## src/rtl/pc_fetch_unit.sv

```systemverilog
// Program-counter stage: holds the fetch PC, selects the next PC and drives the imem req/ack handshake.
// Optional build macro MISALIGN_TRAP_EN: misaligned redirect targets trap to EXC_VECTOR and pulse misalign.
module pc_fetch_unit #(
    parameter logic [31:0] RESET_VECTOR = 32'h0000_0000
`ifdef MISALIGN_TRAP_EN
    ,
    parameter logic [31:0] EXC_VECTOR   = 32'h0000_0080
`endif
) (
    input  logic        clock,
    input  logic        reset,
    input  logic        stall,
    input  logic        branch_taken,
    input  logic [31:0] branch_target,
    input  logic        jump,
    input  logic [25:0] jump_index,
    input  logic        imem_ack,
    output logic        imem_req,
    output logic [31:0] pc,
    output logic [31:0] pc_plus4,
    output logic        fetch_valid,
    output logic [31:0] fetch_count
`ifdef MISALIGN_TRAP_EN
    ,
    output logic        misalign
`endif
);

    localparam int unsigned AW = 32;
    localparam logic [AW-1:0] ALIGN_MASK = 32'hFFFF_FFFC;

    typedef enum logic [1:0] {
        BOOT  = 2'd0,
        FETCH = 2'd1,
        HOLD  = 2'd2
    } state_t;

    state_t          state, state_nxt;
    logic            advance;
    logic            redirect_pending;
    logic [AW-1:0]   redirect_addr;
    logic            redir_now;
    logic            use_redir;
    logic [AW-1:0]   jump_tgt;
    logic [AW-1:0]   redir_tgt;
    logic [AW-1:0]   sel_tgt;
    logic [AW-1:0]   next_pc;
`ifdef MISALIGN_TRAP_EN
    logic            trap;
`endif

    assign pc_plus4 = AW'(pc + 32'd4);

    // State register
    always_ff @(posedge clock or posedge reset) begin
        if (reset) state <= BOOT;
        else       state <= state_nxt;
    end

    // Next state and handshake; the request drops in the very cycle stall rises
    always_comb begin
        state_nxt = state;
        imem_req  = 1'b0;
        advance   = 1'b0;
        case (state)
            BOOT:  state_nxt = stall ? HOLD : FETCH;
            FETCH: begin
                imem_req  = ~stall;
                advance   = imem_ack & ~stall;
                state_nxt = stall ? HOLD : FETCH;
            end
            HOLD:  state_nxt = stall ? HOLD : FETCH;
            default: state_nxt = BOOT;
        endcase
    end

    // Redirect selection: a redirect arriving this cycle beats a pending one, jump beats branch
    always_comb begin
        jump_tgt  = {pc_plus4[31:28], jump_index, 2'b00};
        redir_now = jump | branch_taken;
        redir_tgt = jump ? jump_tgt : branch_target;
        use_redir = redir_now | redirect_pending;
        sel_tgt   = redir_now ? redir_tgt : redirect_addr;
`ifdef MISALIGN_TRAP_EN
        trap      = use_redir & (sel_tgt[1:0] != 2'b00);
        next_pc   = trap ? EXC_VECTOR : (use_redir ? sel_tgt : pc_plus4);
`else
        next_pc   = use_redir ? (sel_tgt & ALIGN_MASK) : pc_plus4;
`endif
    end

    // PC, fetch bookkeeping and the held redirect
    always_ff @(posedge clock or posedge reset) begin
        if (reset) begin
            pc               <= RESET_VECTOR;
            fetch_valid      <= 1'b0;
            fetch_count      <= '0;
            redirect_pending <= 1'b0;
            redirect_addr    <= '0;
`ifdef MISALIGN_TRAP_EN
            misalign         <= 1'b0;
`endif
        end else begin
            fetch_valid <= advance;
`ifdef MISALIGN_TRAP_EN
            misalign    <= advance & trap;
`endif
            if (advance) begin
                pc               <= next_pc;
                fetch_count      <= AW'(fetch_count + 32'd1);
                redirect_pending <= 1'b0;
            end else if (redir_now) begin
                redirect_pending <= 1'b1;
                redirect_addr    <= redir_tgt;
            end
        end
    end

endmodule

```

## config.mk

```make
export PLATFORM = sky130hd
export DESIGN_NAME = pc_fetch_unit
export DESIGN_NICKNAME = d
export VERILOG_FILES = /design/src/rtl/pc_fetch_unit.sv
export SDC_FILE = /design/constraint.sdc
export NUM_CORES = 1
export LEC_CHECK = 0
export ABC_AREA = 0
export CAP_MARGIN = 20
export CELL_PAD_IN_SITES_DETAIL_PLACEMENT = 0
export CELL_PAD_IN_SITES_GLOBAL_PLACEMENT = 1
export CORE_MARGIN = 1
export CORE_UTILIZATION = 35
export DETAILED_ROUTE_END_ITERATION = 10
export PLACE_DENSITY = 0.91
export SETUP_SLACK_MARGIN = 0.02
export SLEW_MARGIN = 30
export SYNTH_ARGS = -nofsm -noshare
export SYNTH_HDL_FRONTEND = slang
export SYNTH_SLANG_ARGS = --single-unit
```

## constraint.sdc

```tcl
create_clock -name clock -period 3.29 [get_ports clock]
set_input_delay 0.4935 -clock clock [delete_from_list [all_inputs] [get_ports clock]]
set_output_delay 0.4935 -clock clock [all_outputs]
set_load 0.02 [all_outputs]
```

==> results.ini <==
[sta]
rsz0062_at_grt = no
slew_headroom = 0.4605
fin_skew_ps = 5.510
setup_viol = 0
fin_crit_ps = 3141
hold_viol = 0
worst_pin_slew_ps = 807.5
slew_viol_final = 0
fmax_mhz = 318.4
period_share = 0.9547
fin_setup_tns_ps = 0

[min_path]
min_path_cells = 1
hp-start = state[0]
hold_path.class = register to register
holdPathEnd = state[0]

[setup_path]
criticalPathCategory = register to output port
worst-r2r-setup-slack_ps = 1290
cp-start-kind = register
cp_max_fo = 7
rr_worst_depth = 7
cp_slowest_stage_delay_ps = 670
crit_required_ps = 2800
cp_slowest_cell = clkdlybuf4s50_1
timing.rr.start = state[1]
r2r_end = fetch_count[27]
cp-end-kind = output port
arrival_ps = 2650
cp_cell_sequence = nand4_1 -> nor4_1 -> and4_1 -> xor2_1 -> clkdlybuf4s50_1

[logic_synthesis]
synthTopCellsByArea = dfrtp_1 (44%), xnor2_1 (7.4%), nand2_1 (6.1%)
postSynthCellCount = 605
synth_top_area_share = 0.4393
synth_area_leader_cell = dfrtp_1
synth_ff_type = dfrtp_1
synth_edf_count = 0
yosysSeqAreaShare = 0.4393
yosys-top-cells-count = dfrtp_1 (96), nand2_1 (89), xnor2_1 (46), nor2_1 (45), nand3_1 (41)
ys_seq_elements = 96
syn_area_mm2 = 0.005469
synthMostInstantiatedCell = dfrtp_1
yosysWarnings = 0
avgSynthCellArea_um2 = 9.040
ys_types = 53
postSynth.asyncResetShare = 1.000

[clock_network]
clock_sinks = 96
cts_tree = yes
cts_buffers = 9
root_buffer = clkbuf_16
clock_path_buffers = 2
path_clk_slew_ps = 70
clock_latency_ps = 350
h-tree-depth = 3

[route]
wl_um = 15160
vias = 4910
vias_per_cell = 5.218
final_antenna_net_count = 0
avgRoutedWirePerCell_um = 16.11
drc = 0
first_pass_iters = 5
drt_iter0_drc = 300

[layout]
final_cell_area_mm2 = 0.007577
n_antenna_cell = 0
syn2layout_area_growth_pct = 38.55
drive_above_1_share = 0.07835
final_nets = 814

[place]
place_hpwl_um = 11150
port_buffers = 155
place_area_mm2 = 0.007182
routabilityCongestion = 0.8045

[global_route]
grt_overflow_total = 0
antenna_found_initial = 0
grt_max_degree = 50
globalRouteTotalUtil = 0.1911
grt_pass1_vias = 4553
grt_pass1_wl_um = 24260

[floorplan]
die_w_um = 127
rows = 45
start_util = 0.3598
core-area_mm2 = 0.01520
io_pins = 162
die_h_um = 127
dieArea_mm2 = 0.01613

[power_and_ir_drop]
powerDensity_mw_per_mm2 = 547.0
ir_drop_mv = 0.2600
power.leakage_nw = 3.102

[outcome]
status = finished, final reports clean

[job]
max_cap_viol_count = 0

[timing repair]
item                                    CTS  global route
gates resized for setup                   1             7
endpoints found under the setup margin    5            13
hold buffers                              0             0
endpoints found under the hold margin     0             0
gates cloned                              0             0
buffers inserted                          2             2
pin swaps                                 1             3
[kinds of logic (layout without fill, tap and decap cells)]
| logic type | after synthesis | after routing | synth area share |
|---|---|---|---|
| adders and majority gates | 2 | 2 | 0.004575 |
| buffers and inverters | 50 | 195 | 0.04003 |
| AOI/OAI and AO/OA | 131 | 131 | 0.1544 |
| xor gates and xnor gates | 59 | 59 | 0.09449 |
| other | 1 | 4 | 0.0006857 |
| DFF | 96 | 96 | 0.4393 |
| and+or+nand+nor | 235 | 235 | 0.2091 |
| muxes | 31 | 31 | 0.05742 |
[registers in the layout, indices dropped and copies added (netlist names)]
| signal | count |
|---|---|
| state | 2 |
| redirect_addr | 30 |
| fetch_valid | 1 |
| redirect_pending | 1 |
| pc | 30 |
| fetch_count | 32 |
[metal layers]
| metal | up-vias | part of all wire | routed length (um) | GRT usage |
|---|---|---|---|---|
| met5 | - | 0 | 0 | 0 |
| met4 | 0 | 0.014 | 217 | 0.06162 |
| met3 | 17 | 0.048 | 725 | 0.03476 |
| met2 | 135 | 0.46 | 6977 | 0.3061 |
| met1 | 2344 | 0.48 | 7243 | 0.2618 |
| li1 | 2414 | - | - | - |
[placed cells by master, fill, tap and decap left out, types with 3 or more instances in the layout]
master	count
clkdlybuf4s50_1	152
dfrtp_1	93
nand2_1	89
xnor2_1	46
nor2_1	45
nand3_1	40
a21oi_1	38
o21ai_0	35
mux2i_1	28
buf_4	16
nand4_1	13
a2bb2oi_1	13
xor2_1	13
clkbuf_16	9
and3_1	8
o2bb2ai_1	7
nor3_1	6
a22oi_1	5
inv_1	5
or3_1	5
o311ai_0	5
and4_1	5
o22a_1	5
o22ai_1	4
o21a_1	4
a22o_1	4
conb_1	4
nand3_2	3
mux2_2	3
or2_2	3
dfrtp_2	3
[per-stage QoR]
step	worst slack, ps	power, mW	hold slack (ps)	cells	utilization
after floorplan	291.1	2.305	419.9	608	-
after global placement	353.0	2.973	449.6	921	0.4724
after detailed placement	346.4	2.990	453.6	921	0.4724
after CTS	75.36	4.172	462.5	939	0.4959
after global routing	4.059	4.334	486.4	941	0.4984
final	148.9	4.144	466.6	941	0.4984
[report_power, final]
group	leakage (nW)	switching (mW)	total, mW	internal (mW)
Combinational	1.73	0.693	1.37	0.679
Sequential	1.21	0.259	1.60	1.35
Clock	0.159	0.458	1.17	0.710
Total	3.10	1.41	4.14	2.73
[final cells by class]
type	count	area [um2]
repair buffers	172	1684
clock inverters	4	76.32
flip-flops and latches	96	2406
fillers	1417	7625
clock buffers	12	256.5
inverters	7	28.78
well taps	188	235.2
multi-input cells	462	2890
[worst max-delay path: cells and delay by family, from the launching register on]
family | cells | cell delay (ps)
flops | 1 | 490
simple gates | 3 | 930
buf+inv | 1 | 670
xor+xnor | 1 | 210
[worst max-delay path by stage]
stage               startpoint        endpoint  depth (start not counted)
finish                  pc[22]    pc_plus4[31]                          5
global route             pc[5]    pc_plus4[30]                          5
CTS                      pc[3]    pc_plus4[28]                          6
detailed placement       pc[3]    pc_plus4[30]                          6
global placement         pc[3]    pc_plus4[28]                          6
floorplan                reset  fetch_count[0]                          1
(Power assumes the default switching activity.)
